--- config.mk ---
export PLATFORM = sky130hd
export DESIGN_NAME = uart_rx_fsm
export DESIGN_NICKNAME = d
export VERILOG_FILES = /design/src/rtl/uart_rx_fsm.sv
export SDC_FILE = /design/constraint.sdc
export NUM_CORES = 1
export LEC_CHECK = 0
export CORE_AREA = 4 4 78 80
export DETAILED_ROUTE_END_ITERATION = 16
export DIE_AREA = 0 0 82 84
export GPL_TIMING_DRIVEN = 1
export PLACE_DENSITY_LB_ADDON = 0.1
export SLEW_MARGIN = 20
export SYNTH_ARGS = -nofsm -noshare
export SYNTH_HDL_FRONTEND = slang
export SYNTH_SLANG_ARGS = --single-unit
export TNS_END_PERCENT = 1
--- constraint.sdc ---
create_clock -name clk -period 2.64 [get_ports clk]
set_clock_uncertainty 0.15 [all_clocks]
set_input_delay 0.396 -clock clk [delete_from_list [all_inputs] [get_ports clk]]
set_output_delay 0.396 -clock clk [all_outputs]
set_load 0.02 [all_outputs]
--- src/rtl/uart_rx_fsm.sv ---
// UART receiver: 8 data bits LSB first, one parity bit, one stop bit.
// Mid-bit sampling from a 2-FF synchronised line; held byte with valid/error flags.
module uart_rx_fsm #(
  parameter int CLKS_PER_BIT = 5208,
  parameter bit PARITY_ODD   = 1'b0
) (
  input  logic       clk,
  input  logic       rst,
  input  logic       rx_in,
  input  logic       rx_clear,
  output logic [7:0] rx_data,
  output logic       rx_valid,
  output logic       parity_err,
  output logic       framing_err,
  output logic       overrun_err,
  output logic       rx_busy,
  output logic [2:0] rx_state_out
);

  typedef enum logic [2:0] {
    S_IDLE       = 3'd0,
    S_START_BIT  = 3'd1,
    S_RX_DATA    = 3'd2,
    S_PARITY_BIT = 3'd3,
    S_STOP_BIT   = 3'd4,
    S_RX_DONE    = 3'd5
  } state_t;

  localparam int TW = $clog2(CLKS_PER_BIT);
  localparam logic [TW-1:0] L_HALF_M1 = TW'(CLKS_PER_BIT / 2 - 1);
  localparam logic [TW-1:0] L_FULL_M1 = TW'(CLKS_PER_BIT - 1);

  state_t        r_state;
  state_t        w_state_next;
  logic          r_sync1;
  logic          r_rxs;
  logic [TW-1:0] r_timer;
  logic [2:0]    r_bit_cnt;
  logic [7:0]    r_shift;
  logic          r_perr;
  logic          r_ferr;
  logic [7:0]    r_rx_data;
  logic          r_rx_valid;
  logic          r_parity_err;
  logic          r_framing_err;
  logic          r_overrun_err;
  logic          w_sample;

  // NOTE: sequential state uses non-blocking assignments so every flop samples pre-edge values.
  always_ff @(posedge clk or posedge rst) begin
    if (rst) begin
      r_sync1 <= 1'b1;
      r_rxs   <= 1'b1;
    end else begin
      r_sync1 <= rx_in;
      r_rxs   <= r_sync1;
    end
  end

  // Start bit is checked at its midpoint; every later bit one full period after the previous sample.
  assign w_sample = (r_state == S_START_BIT) ? (r_timer == L_HALF_M1)
                                             : (r_timer == L_FULL_M1);

  always_ff @(posedge clk or posedge rst) begin
    if (rst) begin
      r_state <= S_IDLE;
      r_timer <= '0;
    end else begin
      r_state <= w_state_next;
      if (w_state_next != r_state || w_sample) r_timer <= '0;
      else                                     r_timer <= r_timer + 1'b1;
    end
  end

  // NOTE: the default assignment first keeps this block free of inferred latches.
  always_comb begin
    w_state_next = r_state;
    case (r_state)
      S_IDLE:       if (!r_rxs) w_state_next = S_START_BIT;
      S_START_BIT:  if (w_sample) w_state_next = r_rxs ? S_IDLE : S_RX_DATA;
      S_RX_DATA:    if (w_sample && r_bit_cnt == 3'd7) w_state_next = S_PARITY_BIT;
      S_PARITY_BIT: if (w_sample) w_state_next = S_STOP_BIT;
      S_STOP_BIT:   if (w_sample) w_state_next = S_RX_DONE;
      S_RX_DONE:    w_state_next = S_IDLE;
      default:      w_state_next = S_IDLE;
    endcase
  end

  always_ff @(posedge clk or posedge rst) begin
    if (rst) begin
      r_bit_cnt     <= '0;
      r_shift       <= '0;
      r_perr        <= 1'b0;
      r_ferr        <= 1'b0;
      r_rx_data     <= '0;
      r_rx_valid    <= 1'b0;
      r_parity_err  <= 1'b0;
      r_framing_err <= 1'b0;
      r_overrun_err <= 1'b0;
    end else begin
      case (r_state)
        S_RX_DATA: if (w_sample) begin
          r_shift   <= {r_rxs, r_shift[7:1]};
          r_bit_cnt <= r_bit_cnt + 1'b1;  // wraps to 0 on the eighth bit
        end
        S_PARITY_BIT: if (w_sample) r_perr <= (^r_shift) ^ r_rxs ^ PARITY_ODD;
        S_STOP_BIT:   if (w_sample) r_ferr <= ~r_rxs;
        S_RX_DONE: begin
          r_rx_data     <= r_shift;
          r_parity_err  <= r_perr;
          r_framing_err <= r_ferr;
          r_rx_valid    <= 1'b1;
          // A read acknowledged in the same cycle consumes the old byte, so no overrun.
          r_overrun_err <= rx_clear ? 1'b0 : (r_overrun_err | r_rx_valid);
        end
        default: ;
      endcase
      if (rx_clear && r_state != S_RX_DONE) begin
        r_rx_valid    <= 1'b0;
        r_overrun_err <= 1'b0;
      end
    end
  end

  assign rx_data      = r_rx_data;
  assign rx_valid     = r_rx_valid;
  assign parity_err   = r_parity_err;
  assign framing_err  = r_framing_err;
  assign overrun_err  = r_overrun_err;
  assign rx_busy      = (r_state != S_IDLE);
  assign rx_state_out = r_state;

endmodule

======== Yosys cells after proc, flatten, opt, wreduce, memory -nomap -nowiden ========
Index checks and enable logic that the tools add are counted.
word-level totals
  register bits ........................... 43
  output and inout port bits .............. 16
cells by class
  add/sub/neg operators ................... 2
  eq/ne operators ......................... 10
  mux-type cells .......................... 14
  bitwise operators ....................... 3
  reduce and logical (&&, ||, !) cells .... 10
operator list
  kind                   count
  $mux 3                 5
  $pmux 3 s5             1
  $add 13x1->13 const B  1
  $eq 13x12->1 const B   1
  $eq 13x13->1 const B   1
  $mux 13                1
  $eq 3x3->1 const B     3
  $reduce_xor 8->1       1
  $eq 3x2->1 const B     2
  $mux 1                 6
  $reduce_and 2->1       3
  $add 3x1->3 const B    1
  $eq 3x1->1 const B     1
  $logic_not 3->1        1
  $ne 3x3->1             1
  $ne 3x3->1 const B     1
  $reduce_bool 3->1      1
  $logic_and 1x1->1      2
  $mux 2                 1
  $reduce_bool 2->1      1
  $logic_or 1x1->1       1
  $not 1->1              1
  $or 1x1->1             1
  $xor 1x1->1            1

======== Longest topological paths before layout ========
  word-level depth ........................ 8
  gate-level depth with buffers ........... 7
  depth with buffers taken out ............ 5

======== Least setup slack after synthesis ========
Ideal clock, no wire load.
  path kind ............................... reg2reg
  start ................................... register r_state[1] (netlist: rx_state_out[1])
  end ..................................... register r_bit_cnt[2]
  library setup time ...................... 0.125 ns
  arrival ................................. 2.195 ns
  required time ........................... 2.365 ns
  slack ................................... 0.170 ns
  cell stages (with the launch flop) ...... 8
  buffers on the path ..................... 2
  clock period less this slack ............ 2.470 ns
  cells stage by stage .................... dfrtp_1 -> buf_6 -> or3b_4 -> nor4b_4 -> o2111ai_4 -> nor3_4 -> buf_6 -> mux2_4
on the way
  cells in the longest elaborated chain, start to end .. 3
  elaborated cells on any way between the ends .. 4
  those cells by class .................... eq/ne (2); mux (1); reduce/logical (1)
RTL lines
  what                                   RTL line  RTL
  start: declaration                     33        state_t r_state;
  start signal: assignment               69        r_state <= w_state_next;
  $eq 3x1->1                             61        assign w_sample = (r_state == S_START_BIT) ? (r_timer == L_HALF_M1)
  $mux 1                                 61
  $reduce_and 2->1 (no source line) (*)  -
  end signal: assignment                 104       r_bit_cnt <= r_bit_cnt + 1'b1;
  end: declaration                       38        logic [2:0] r_bit_cnt;
Every way passes the cells marked *; elsewhere a longest branch is shown, timed or not.
A chain may end at the register's enable or synchronous reset.

======== Worst setup path in the final report ========
  start ................................... register r_state[0] (netlist: rx_state_out[0])
  end ..................................... output port rx_busy
on the way
  cells in the longest elaborated chain, start to end .. 1
RTL lines
  what               RTL line  RTL
  $reduce_bool 3->1  130       assign rx_busy = (r_state != S_IDLE);
  end: declaration   16        output logic rx_busy,
Every way passes these cells.

==> impl_metrics.ini <==
[worst_setup_path]
path_class = reg -> out
crit_chain = buf_4 > or3_2 > clkdlybuf4s50_1
r2r_cells = 6
reg2reg_from = r_timer[11]$_DFF_PP0_
required_ps = 2090
rrSetupSlack_ps = 220
path_max_fanout = 9
setup.worst_path.start_class = register
cp_top_family = buffers and inverters
cpMaxStageDelayCell = clkdlybuf4s50_1
crit_buf_inv = 2
crit_path_end_kind = output pin
max_stage_delay_ps = 540
reg2reg_to = r_bit_cnt[1]$_DFFE_PP0P_
worstPathArrival_ps = 1910

[place]
placed_area_sq_um = 2370
dp_hpwl_mm = 2.58
port_buffers = 19
gp_congestion = 0.826
pre_cts_ws_ps = 241
dp.cells = 266

[pwr]
power_density_nw_per_um2 = 446
pwr-share-clk_pct = 37.7
internal-power_uw = 852
p_comb_share_pct = 1.8
pwr-share-seq_pct = 60.5
ir_drop_v = 0.000235
p_leak_uw = 0.00110
p_sw_share_pct = 22.2
p_switching_uw = 243

[synthesis]
synth_warnings = 0
syn_area_per_cell_sq_um = 11.9
ys_types = 38
syn-cell-area_sq_um = 2080
synth_fp_nets = 182
yosys_most_used_dff = dfrtp_1
ys_ff_latch = 43
synth-edff-count = 0
synth_cells = 175
ys_seq_area_share_pct = 51.9
async_flop_share_pct = 100

[sta]
slew_headroom_pct = 60.7
layout_min_cycle_time_ps = 2460
tns_ps = 0
rsz0062_at_grt = no
hold_viol = 0
drv_slew = 0
fin_crit_sh_pct = 93.0
setup_viol = 0
tightest_slew_ps = 587
fin_ws_ps = 185
fmax_mhz = 407

[cells_and_area]
layout-drive-gt1-share_pct = 20.8
fin_nets = 208
fin_cells = 274
finalInstanceArea_sq_um = 2450
fillCellCount = 527
n_antenna_cell = 0
syn2layout_area_growth_pct = 18.1

[drt]
num_vias = 1310
ant_nets = 0
remaining_drc_errors = 0
dr.pass1.iters = 4
wirelength_mm = 3.72
via_per_inst = 4.78
avgRoutedWirePerCell_microns = 13.6
drtIter0Drc = 74

[global_routing]
grt_max_degree = 44
antenna_found_initial = 0
grt_pass1_vias = 1362
grt_pass1_wl_mm = 6.58
overflow = 0
grtUsageTotal_pct = 12.6

[worst_hold_path]
hp-start = r_sync1$_DFF_PP1_
min_path_type = reg -> reg
holdPathEnd = r_rxs$_DFF_PP1_
hold_depth = 0

[clocking]
clockBufferDepth = 2
cts_resized = 0
htreeDepth = 2
cts_sinks = 43
clkLatencyLatePin_ps = 290
cts_root_buf = clkbuf_8
cts_buffers = 5
cts_hold_buf = 0
cts.clk_slew.worst_paths_ps = 80
tritoncts = built
post-cts-setup-buffer-count = 0

[floorplanning]
initial_core_util_pct = 38.4
floorplan.die.width_microns = 82
dieArea_sq_um = 6890
std_cell_rows = 27
die_h_microns = 84
fp.coreArea_sq_um = 5410
io_pins = 20

[run]
cap_violations = 0

[outcome]
status = completed
## registers in the layout, summed over array words and instances (netlist names)
register,flops
framing_err,1
rx_valid,1
r_timer,13
parity_err,1
r_ferr,1
r_rxs,1
rx_data,8
r_sync1,1
overrun_err,1
r_perr,1
rx_state_out,3
r_bit_cnt,3
r_shift,8
## layout make-up
| class | count | area, sq um | area share [%] |
|---|---|---|---|
| multi-input cells | 118 | 918 | 37.4 |
| clock inverters | 2 | 12.5 | 0.510 |
| well taps | 72 | 90.1 | 3.67 |
| flip-flops and latches | 43 | 1080 | 44.0 |
| clock buffers | 6 | 72.6 | 2.96 |
| repair buffers | 26 | 255 | 10.4 |
| inverters | 7 | 26.3 | 1.07 |
## stage by stage
stage / power, uW / hold WS [ps] / utilization [%]
floorplan: 687 / 195 / -
CTS: 1110 / 215 / 45.4
finish: 1100 / 209 / 45.4
detailed placement: 698 / 203 / 43.8
global placement: 697 / 197 / 43.8
global route: 1140 / 217 / 45.4
## synthesized netlist by cell type (2+ instances only)
| master | n | area [sq um] |
|---|---|---|
| xnor2_1 | 12 | 105 |
| dfrtp_1 | 41 | 1030 |
| nand3b_1 | 4 | 30.0 |
| nor2_1 | 20 | 75.1 |
| nand3_1 | 6 | 30.0 |
| mux2i_1 | 2 | 20.0 |
| nor3b_1 | 2 | 15.0 |
| mux2_2 | 8 | 90.1 |
| o31ai_1 | 3 | 22.5 |
| o21ai_0 | 5 | 25.0 |
| ha_1 | 3 | 37.5 |
| xor2_1 | 8 | 70.1 |
| nor4_1 | 2 | 12.5 |
| nor3_1 | 2 | 10.0 |
| mux2_4 | 9 | 135 |
| inv_1 | 7 | 26.3 |
| nand2_1 | 14 | 52.6 |
| dfstp_2 | 2 | 52.6 |
| or2b_2 | 2 | 17.5 |
| nand4_1 | 3 | 18.8 |
| buf_6 | 3 | 33.8 |
## cell usage in the layout (no fill, tap or decap), types with 4 or more instances in the layout
cell and instances:
buf_4 6, clkbuf_8 5, clkdlybuf4s50_1 19, dfrtp_1 41
inv_1 7, mux2_2 8, mux2_4 9, nand2_1 14
nand3_1 6, nand3b_1 4, nor2_1 20, o21ai_0 5
xnor2_1 12, xor2_1 8
## logic make-up after synthesis
family	Yosys count	synth area share (%)
flops	43	51.9
compound gates	12	4.70
fa+ha+maj	3	1.81
mux	19	11.8
buf+inv	14	3.91
simple gates	64	17.5
xor+xnor	20	8.43
## power by group through the flow
stage          Combinational (uW)  Clock, uW  Sequential (uW)
6_report                     20.1        413              662
3_5_place_dp                 21.9          0              676
2_1_floorplan                11.7          0              675
3_3_place_gp                 21.4          0              676
5_1_grt                      24.1        456              663
4_1_cts                      21.9        428              663
## how the worst max path moves through the flow
stage	start	depth (start not counted)	slack, ps	end
2_1_floorplan	rx_state_out[1]$_DFF_PP0_	7	170	r_bit_cnt[2]$_DFFE_PP0P_
3_3_place_gp	r_timer[11]$_DFF_PP0_	6	330	r_bit_cnt[1]$_DFFE_PP0P_
3_5_place_dp	r_timer[11]$_DFF_PP0_	6	240	r_bit_cnt[1]$_DFFE_PP0P_
4_1_cts	rx_state_out[0]$_DFF_PP0_	3	170	rx_busy
5_1_grt	rx_state_out[0]$_DFF_PP0_	6	90	r_timer[7]$_DFF_PP0_
6_report	rx_state_out[0]$_DFF_PP0_	3	180	rx_busy
## per-layer routing
layer / track usage, % / up-vias / part of all wire (%)
li1: - / 643 / -
met1: 17.8 / 645 / 50
met2: 17.9 / 17 / 46
met3: 3.56 / 5 / 3.1
met4: 5.44 / 0 / 1.4
met5: 0 / - / 0
Power figures use the tool's default switching activity.
